`src/rtl/z80_mem_ctrl_if.sv`:
```
// z80_mem_ctrl_if
// Bundle of Z80 bus strobes and memory-side outputs shared between the Z80
// (master) and the memory-access controller (slave).
//
// Signals:
//   MREQ, IORQ, RD, WR, M1  Z80 strobes, active low, asynchronous to CLK_24MHz
//   A[15:0], D_IN[7:0]      Z80 address and data bus (input side)
//   D_OUT[7:0], D_OE        IO readback data and its drive enable
//   WAIT_N                  Z80 /WAIT, active low
//   M_A[4:0]                {M_A18..M_A14} page address
//   ROM_CE, RAM2_CE,
//   RAM0_CE, RAM1_CE        chip enables, active low
interface z80_mem_ctrl_if;
    logic        MREQ;
    logic        IORQ;
    logic        RD;
    logic        WR;
    logic        M1;
    logic [15:0] A;
    logic [7:0]  D_IN;
    logic [7:0]  D_OUT;
    logic        D_OE;
    logic        WAIT_N;
    logic [4:0]  M_A;
    logic        ROM_CE;
    logic        RAM2_CE;
    logic        RAM0_CE;
    logic        RAM1_CE;

    modport master (
        output MREQ, IORQ, RD, WR, M1, A, D_IN,
        input  D_OUT, D_OE, WAIT_N, M_A, ROM_CE, RAM2_CE, RAM0_CE, RAM1_CE
    );

    modport slave (
        input  MREQ, IORQ, RD, WR, M1, A, D_IN,
        output D_OUT, D_OE, WAIT_N, M_A, ROM_CE, RAM2_CE, RAM0_CE, RAM1_CE
    );
endinterface

```
`src/rtl/z80_mem_ctrl.sv`:
```
// z80_mem_ctrl
// Memory-access controller for the Z80 board. Holds four 16 KB page-mapper
// registers and a wait-state register in IO space, drives the external page
// address and chip selects, and stretches slow-memory accesses with /WAIT.
//
// Ports:
//   CLK_24MHz  system clock
//   RST        synchronous, active-high reset
//   bus        z80_mem_ctrl_if.slave: Z80 strobes/address/data in,
//              readback data, WAIT_N, M_A and chip enables out
//
// Parameters:
//   SYNC_STAGES  synchroniser depth for the Z80 strobes (clamped to >= 2)
//   WAIT_RST     reset value of the wait-count register
//   PORT_BASE    IO address of page0; page1..3 at +1..+3, wait register at +4
module z80_mem_ctrl #(
    parameter int unsigned SYNC_STAGES = 2,
    parameter logic [7:0]  WAIT_RST    = 8'd6,
    parameter logic [7:0]  PORT_BASE   = 8'h10
) (
    input logic           CLK_24MHz,
    input logic           RST,
    z80_mem_ctrl_if.slave bus
);

    localparam int unsigned Stages = (SYNC_STAGES < 2) ? 2 : SYNC_STAGES;

    typedef enum logic [1:0] {
        StIdle,
        StCount,
        StHold
    } state_e;

    // ------------------------------------------------------------------
    // Strobe synchronisers. Bit order: {M1, WR, RD, IORQ, MREQ}.
    // ------------------------------------------------------------------
    logic [4:0] strb_raw;
    logic [4:0] sync_q [Stages];
    logic       mreq_s, iorq_s, rd_s, wr_s, m1_s;

    assign strb_raw = {bus.M1, bus.WR, bus.RD, bus.IORQ, bus.MREQ};

    always_ff @(posedge CLK_24MHz) begin
        if (RST) begin
            for (int i = 0; i < Stages; i++) begin
                sync_q[i] <= '1;
            end
        end else begin
            sync_q[0] <= strb_raw;
            for (int i = 1; i < Stages; i++) begin
                sync_q[i] <= sync_q[i-1];
            end
        end
    end

    assign mreq_s = sync_q[Stages-1][0];
    assign iorq_s = sync_q[Stages-1][1];
    assign rd_s   = sync_q[Stages-1][2];
    assign wr_s   = sync_q[Stages-1][3];
    assign m1_s   = sync_q[Stages-1][4];

    // ------------------------------------------------------------------
    // IO port decode and register file
    // ------------------------------------------------------------------
    logic [7:0] port_off;
    logic       port_hit;
    logic [2:0] port_idx;
    logic       iowr_s;
    logic       iowr_q;
    logic       io_wr_pulse;
    logic [7:0] page_q [4];
    logic [7:0] wait_reg_q;
    logic [7:0] rd_data;

    // Modular subtraction keeps the decode correct for any PORT_BASE.
    assign port_off = bus.A[7:0] - PORT_BASE;
    assign port_hit = (port_off < 8'd5);
    assign port_idx = port_off[2:0];

    // A write is taken once, on the cycle the combined IORQ|WR strobe falls.
    // M1 low marks an interrupt acknowledge, which must not write anything.
    assign iowr_s      = iorq_s | wr_s;
    assign io_wr_pulse = iowr_q & ~iowr_s & m1_s;

    always_ff @(posedge CLK_24MHz) begin
        if (RST) begin
            iowr_q     <= 1'b1;
            wait_reg_q <= WAIT_RST;
            for (int i = 0; i < 4; i++) begin
                page_q[i] <= 8'h00;
            end
        end else begin
            iowr_q <= iowr_s;
            if (io_wr_pulse && port_hit) begin
                if (port_idx == 3'd4) begin
                    wait_reg_q <= bus.D_IN;
                end else begin
                    page_q[port_idx[1:0]] <= bus.D_IN;
                end
            end
        end
    end

    always_comb begin
        rd_data = 8'h00;
        case (port_idx)
            3'd0:    rd_data = page_q[0];
            3'd1:    rd_data = page_q[1];
            3'd2:    rd_data = page_q[2];
            3'd3:    rd_data = page_q[3];
            3'd4:    rd_data = wait_reg_q;
            default: rd_data = 8'h00;
        endcase
    end

    // ------------------------------------------------------------------
    // IO readback
    // ------------------------------------------------------------------
    logic       rd_active;
    logic       d_oe_q;
    logic [7:0] d_out_q;

    assign rd_active = ~iorq_s & ~rd_s & m1_s & port_hit;

    always_ff @(posedge CLK_24MHz) begin
        if (RST) begin
            d_oe_q  <= 1'b0;
            d_out_q <= 8'h00;
        end else begin
            d_oe_q  <= rd_active;
            d_out_q <= rd_active ? rd_data : 8'h00;
        end
    end

    // ------------------------------------------------------------------
    // Page mapping and chip selects
    // ------------------------------------------------------------------
    logic [7:0] sel;
    logic [3:0] ce_d;   // {ROM, RAM2, RAM0, RAM1}, active low
    logic [3:0] ce_q;
    logic [4:0] m_a_q;
    logic       unused_sel;
    logic       unused_a;

    assign sel = page_q[bus.A[15:14]];

    // sel[7] is stored and read back only; A[13:8] never affects decode.
    assign unused_sel = sel[7];
    assign unused_a   = ^bus.A[13:8];

    always_comb begin
        ce_d = 4'b1111;
        if (!mreq_s) begin
            if (sel[6]) begin
                ce_d = {1'b1, 1'b1, sel[1], ~sel[1]};
            end else begin
                ce_d = {sel[5], ~sel[5], 1'b1, 1'b1};
            end
        end
    end

    always_ff @(posedge CLK_24MHz) begin
        if (RST) begin
            ce_q  <= 4'b1111;
            m_a_q <= 5'd0;
        end else begin
            ce_q  <= ce_d;
            m_a_q <= sel[4:0];
        end
    end

    // ------------------------------------------------------------------
    // Wait-state FSM
    // ------------------------------------------------------------------
    state_e     state_q, state_d;
    logic [7:0] cnt_q, cnt_d;
    logic       wait_n_q, wait_n_d;
    logic       mem_access;

    // MREQ low alone is a refresh cycle and must not be stretched.
    assign mem_access = ~mreq_s & (~rd_s | ~wr_s);

    always_comb begin
        state_d  = state_q;
        cnt_d    = cnt_q;
        wait_n_d = 1'b1;
        case (state_q)
            StIdle: begin
                if (mem_access) begin
                    if (!sel[6] && (wait_reg_q != 8'd0)) begin
                        state_d  = StCount;
                        cnt_d    = wait_reg_q;
                        wait_n_d = 1'b0;
                    end else begin
                        state_d = StHold;
                    end
                end
            end
            StCount: begin
                if (mreq_s) begin
                    // Access abandoned mid-wait: release /WAIT at once.
                    state_d = StIdle;
                end else if (cnt_q <= 8'd1) begin
                    state_d = StHold;
                end else begin
                    cnt_d    = cnt_q - 8'd1;
                    wait_n_d = 1'b0;
                end
            end
            StHold: begin
                // Stay here until MREQ rises so one access gets one burst.
                if (mreq_s) begin
                    state_d = StIdle;
                end
            end
            default: state_d = StIdle;
        endcase
    end

    always_ff @(posedge CLK_24MHz) begin
        if (RST) begin
            state_q  <= StIdle;
            cnt_q    <= 8'd0;
            wait_n_q <= 1'b1;
        end else begin
            state_q  <= state_d;
            cnt_q    <= cnt_d;
            wait_n_q <= wait_n_d;
        end
    end

    // ------------------------------------------------------------------
    // Outputs
    // ------------------------------------------------------------------
    assign bus.D_OUT   = d_out_q;
    assign bus.D_OE    = d_oe_q;
    assign bus.WAIT_N  = wait_n_q;
    assign bus.M_A     = m_a_q;
    assign bus.ROM_CE  = ce_q[3];
    assign bus.RAM2_CE = ce_q[2];
    assign bus.RAM0_CE = ce_q[1];
    assign bus.RAM1_CE = ce_q[0];

endmodule

```
`src/flat_wrapper.sv`:
```
// flat-port wrapper written by rule: the top's interface ports become plain ports
module z80_mem_ctrl_flat 
#(
    parameter int unsigned SYNC_STAGES = 2,
    parameter logic [7:0]  WAIT_RST    = 8'd6,
    parameter logic [7:0]  PORT_BASE   = 8'h10
)
  (CLK_24MHz, RST, bus_MREQ, bus_IORQ, bus_RD, bus_WR, bus_M1, bus_A, bus_D_IN, bus_D_OUT, bus_D_OE, bus_WAIT_N, bus_M_A, bus_ROM_CE, bus_RAM2_CE, bus_RAM0_CE, bus_RAM1_CE);
  z80_mem_ctrl_if bus_i ();
  input logic CLK_24MHz;
  input logic RST;
  input wire logic [$bits(bus_i.MREQ)-1:0] bus_MREQ;
  input wire logic [$bits(bus_i.IORQ)-1:0] bus_IORQ;
  input wire logic [$bits(bus_i.RD)-1:0] bus_RD;
  input wire logic [$bits(bus_i.WR)-1:0] bus_WR;
  input wire logic [$bits(bus_i.M1)-1:0] bus_M1;
  input wire logic [$bits(bus_i.A)-1:0] bus_A;
  input wire logic [$bits(bus_i.D_IN)-1:0] bus_D_IN;
  output wire logic [$bits(bus_i.D_OUT)-1:0] bus_D_OUT;
  output wire logic [$bits(bus_i.D_OE)-1:0] bus_D_OE;
  output wire logic [$bits(bus_i.WAIT_N)-1:0] bus_WAIT_N;
  output wire logic [$bits(bus_i.M_A)-1:0] bus_M_A;
  output wire logic [$bits(bus_i.ROM_CE)-1:0] bus_ROM_CE;
  output wire logic [$bits(bus_i.RAM2_CE)-1:0] bus_RAM2_CE;
  output wire logic [$bits(bus_i.RAM0_CE)-1:0] bus_RAM0_CE;
  output wire logic [$bits(bus_i.RAM1_CE)-1:0] bus_RAM1_CE;
  assign bus_i.MREQ = bus_MREQ;
  assign bus_i.IORQ = bus_IORQ;
  assign bus_i.RD = bus_RD;
  assign bus_i.WR = bus_WR;
  assign bus_i.M1 = bus_M1;
  assign bus_i.A = bus_A;
  assign bus_i.D_IN = bus_D_IN;
  assign bus_D_OUT = bus_i.D_OUT;
  assign bus_D_OE = bus_i.D_OE;
  assign bus_WAIT_N = bus_i.WAIT_N;
  assign bus_M_A = bus_i.M_A;
  assign bus_ROM_CE = bus_i.ROM_CE;
  assign bus_RAM2_CE = bus_i.RAM2_CE;
  assign bus_RAM0_CE = bus_i.RAM0_CE;
  assign bus_RAM1_CE = bus_i.RAM1_CE;
  z80_mem_ctrl #(.SYNC_STAGES(SYNC_STAGES), .WAIT_RST(WAIT_RST), .PORT_BASE(PORT_BASE)) u_core (.CLK_24MHz(CLK_24MHz), .RST(RST), .bus(bus_i));
endmodule
```
`config.mk`:
```
export PLATFORM = sky130hd
export DESIGN_NAME = z80_mem_ctrl_flat
export DESIGN_NICKNAME = d
export VERILOG_FILES = /design/src/rtl/z80_mem_ctrl_if.sv /design/src/rtl/z80_mem_ctrl.sv /design/src/flat_wrapper.sv
export SDC_FILE = /design/constraint.sdc
export NUM_CORES = 1
export LEC_CHECK = 0
export ABC_AREA = 1
export CORE_AREA = 2 2 73 144
export CTS_CLUSTER_SIZE = 24
export DETAILED_ROUTE_END_ITERATION = 7
export DIE_AREA = 0 0 75 146
export GPL_TIMING_DRIVEN = 0
export PLACE_DENSITY = 0.65
export SYNTH_ARGS = -nofsm -noshare
export SYNTH_HDL_FRONTEND = slang
export SYNTH_SLANG_ARGS = --single-unit
```
`constraint.sdc`:
```
create_clock -name CLK_24MHz -period 2.3 [get_ports CLK_24MHz]
set_clock_uncertainty 0.2 [all_clocks]
set_input_delay 0.46 -clock CLK_24MHz [delete_from_list [all_inputs] [get_ports CLK_24MHz]]
set_output_delay 0.46 -clock CLK_24MHz [all_outputs]
set_load 0.05 [all_outputs]
```
==> impl_metrics.csv <==
group,metric,value,unit
outcome,status,"complete, no violations",
timing,final_hold_viol_count,0,
cts,htreeDepth,3,
timing,rsz0062_at_grt,"true",
placement,gp_congestion,0.880,
critical_path,crit_arrival,2070,ps
critical_path,rrSetupSlack,430,ps
floorplan,ioPinCount,50,
synth,synthArstFlopShare,0,
route,dr.first_iter.drc_count,153,
timing,finalSetupViolCount,0,
synth,ys_warn_count,0,
placement,dpl.hpwl,7540,um
critical_path,r2r-end,"u_core.page_q[0][3]",
timing,finalCriticalPeriod,2210,ps
floorplan,initial_core_util,0.372,
power_and_ir_drop,pwr-share-seq,0.475,
power_and_ir_drop,p_clk_frac,0.439,
timing,relSlewSlack,0.644,
cts,clock_sinks,80,
critical_path,cp-end-kind,"flop",
critical_path,cpMostUsedCell,"nand2_8",
cts,cts_root_buf,"clkbuf_16",
cts,cts_tree,"yes",
critical_path,start_kind,"primary input",
layout,drive_above_1_share,0.109,
route,postRouteAntennaNets,0,
layout,design_area,4550,um2
synth,yosys.area.top_type,"dfxtp_1",
layout,diodes,0,
critical_path,slowest_stage,"clkdlybuf4s50_1",
power_and_ir_drop,p_int,0.00245,W
route,vias,2993,
layout,area_delta_synth_final,25.5,%
timing,whs,215,ps
timing,finalMaxSlewViolations,0,
layout,final_core_util,0.466,
power_and_ir_drop,power.density,707,nW/um2
critical_path,rr_startpoint,"u_core.sync_q[0][8]",
global_route,overflow,0,
synth,syn-num-nets,459,
timing,clock.fmax,0.452,GHz
floorplan,die_y,146,um
hold_path,hold_path_depth,1,
global_route,grt_max_degree,15,
route,drtPass1Iterations,4,
global_route,grt_pass1_wl,15000,um
floorplan,core_area,9760,um2
floorplan,die_area,11000,um2
power_and_ir_drop,finalPower,0.00322,W
global_route,grt_pass1_vias,3007,
placement,port-buffer-count,43,
flow_run,drv_cap,0,
layout,fin_nets,513,
power_and_ir_drop,p_sw,0.000771,W
synth,ys_ff_latch,80,
global_route,antenna_found_initial,0,
cts,numCtsBuffers,9,
synth,netlist_instances,426,
cts,cts_hold_buf,0,
floorplan,dieWidth,75,um
route,avgViaCountPerCell,4.85,
synth,ys_top_cells_by_area,"dfxtp_1 26%, edfxtp_1 26%, nand2_1 7.5%, nor2_1 7.0%, inv_1 5.7%",
power_and_ir_drop,switching_share,0.239,
critical_path,reg2regPathDepth,5,
route,detail_route.wl_per_cell,15.7,um
critical_path,path_class,"in -> reg",
synth,ys.flop_type,"dfxtp_1",
cts,cts_buffer_depth,2,
hold_path,min_from,"u_core.sync_q[0][2]",
synth,netlist_area,3630,um2
timing,tightest_slew,534,ps
synth,synth_edf_count,32,
synth,yosysSeqAreaShare,0.529,
critical_path,worst_path_largest_cell_delay,590,ps
global_route,track_usage,0.189,
critical_path,critical_path.cell_chain,"clkdlybuf4s50_1 -> nor2_2 -> buf_6 -> nand2_8 -> inv_6 -> nor2_8 -> nand4_4 -> nand2_8",
synth,ys_types,35,
synth,synth_top_area_frac,0.265,
power_and_ir_drop,comb_power_share,0.086,
critical_path,cp.required,2150,ps
synth,synth_area_per_cell,8.52,um2
critical_path,worstPathMaxFanout,10,
power_and_ir_drop,vdd_drop_max,0.000399,V
route,wirelength,9710,um
floorplan,rows,51,
cts,clkSlewWorstSetupHoldPaths,60,ps
hold_path,min_to,"u_core.sync_q[0][7]",
hold_path,worst_hold_path_type,"reg -> reg",
timing,fin_setup_tns,0,ps
cts,clk-insertion-delay-late,340,ps
route,drc,0,
timing,period_share,0.963,
placement,place_area,4230,um2
power_and_ir_drop,leakagePower,1.87,nW
[power by group through the flow]
| stage | Clock (W) | Sequential, W | Combinational (W) |
|---|---|---|---|
| after CTS | 0.00142 | 0.00153 | 0.000273 |
| after detailed placement | 0 | 0.00156 | 0.000270 |
| after floorplan | 0 | 0.00158 | 0.000136 |
| final | 0.00141 | 0.00153 | 0.000277 |
| after global routing | 0.00148 | 0.00153 | 0.000302 |
| after global placement | 0 | 0.00156 | 0.000266 |
[logic make-up (layout without fill, tap and decap cells)]
group,Yosys count,count (layout),synth area share
buffers and inverters,71,130,0.0824
adders and majority gates,2,2,0.00689
AOI/OAI and AO/OA,80,80,0.122
DFF,80,80,0.529
and+or+nand+nor,193,193,0.259
[critical path, delay by kind of cell]
family                 cells  cell delay (ps)
buffers and inverters      3              810
AND/OR/NAND/NOR            5              790
[sequential cells by signal (all words and copies together) (netlist names)]
register	cells
u_core.bus.D_OUT	8
u_core.iowr_q	1
u_core.state_q	2
u_core.wait_reg_q	8
u_core.bus.D_OE	1
u_core.sync_q	10
u_core.bus.WAIT_N	1
u_core.page_q	32
u_core.cnt_q	8
u_core.ce_q	4
u_core.bus.M_A	5
[synthesized netlist by cell type (3+ instances only)]
cell,count
o22ai_1,10
clkbuf_1,7
nand4_1,4
edfxtp_1,32
nand3_1,21
nand4_4,3
inv_1,55
a21oi_1,31
nor2_1,68
buf_6,3
or2_2,10
o211ai_1,3
nor2_2,4
o21ai_0,30
nand2_1,73
dfxtp_1,48
[layout by cell type, fill, tap and decap left out, drive strengths merged]
| master | count |
|---|---|
| a21oi | 32 |
| a22oi | 1 |
| a31oi | 1 |
| buf | 5 |
| bufinv | 1 |
| clkbuf | 16 |
| clkdlybuf4s50 | 43 |
| clkinv | 4 |
| clkinvlp | 1 |
| dfxtp | 48 |
| edfxtp | 32 |
| ha | 2 |
| inv | 60 |
| nand2 | 75 |
| nand2b | 1 |
| nand3 | 24 |
| nand4 | 7 |
| nor2 | 74 |
| nor3 | 1 |
| nor3b | 1 |
| o211ai | 5 |
| o21ai | 31 |
| o22ai | 10 |
| or2 | 10 |
[cell type report]
type | count | area, um2
fillers | 944 | 5210
flip-flops and latches | 80 | 1920
well taps | 132 | 165
repair buffers | 43 | 430
plain buffers | 12 | 72.6
clock buffers | 9 | 225
inverters | 59 | 230
clock inverters | 7 | 68.8
multi-input cells | 275 | 1440
[per-layer routing]
metal	up-vias	wire length, um	track usage	part of all wire
met5	-	0	0	0
met4	0	695	0.142	0.072
met3	32	377	0.0422	0.039
met2	94	5400	0.335	0.56
met1	1362	3240	0.174	0.33
li1	1505	-	-	-
[worst max path at each step]
stage                   from             endpoint  slack, ps  depth (start not counted)
finish              bus_A[0]  u_core.page_q[0][3]         90                          8
global route             RST  u_core.page_q[3][4]         -8                          4
CTS                 bus_A[0]  u_core.page_q[0][3]          4                          8
detailed placement  bus_A[0]  u_core.page_q[0][3]       -490                          8
global placement    bus_A[0]  u_core.page_q[0][3]       -470                          8
floorplan           bus_A[6]  u_core.page_q[0][0]        400                          5
[through the flow]
step / instances / worst slack [ps]
detailed placement: 601 / -495
CTS: 617 / 3.95
global route: 617 / -8.43
floorplan: 426 / 403
global placement: 601 / -471
finish: 617 / 85.9
[timing repair]
item                                   4_1_cts  5_1_grt
endpoints found under the hold margin        0        0
resized for setup                            3        5
setup endpoints to repair                   24       32
buffers inserted                             0        0
No activity file was read; power rests on OpenSTA's default activity.
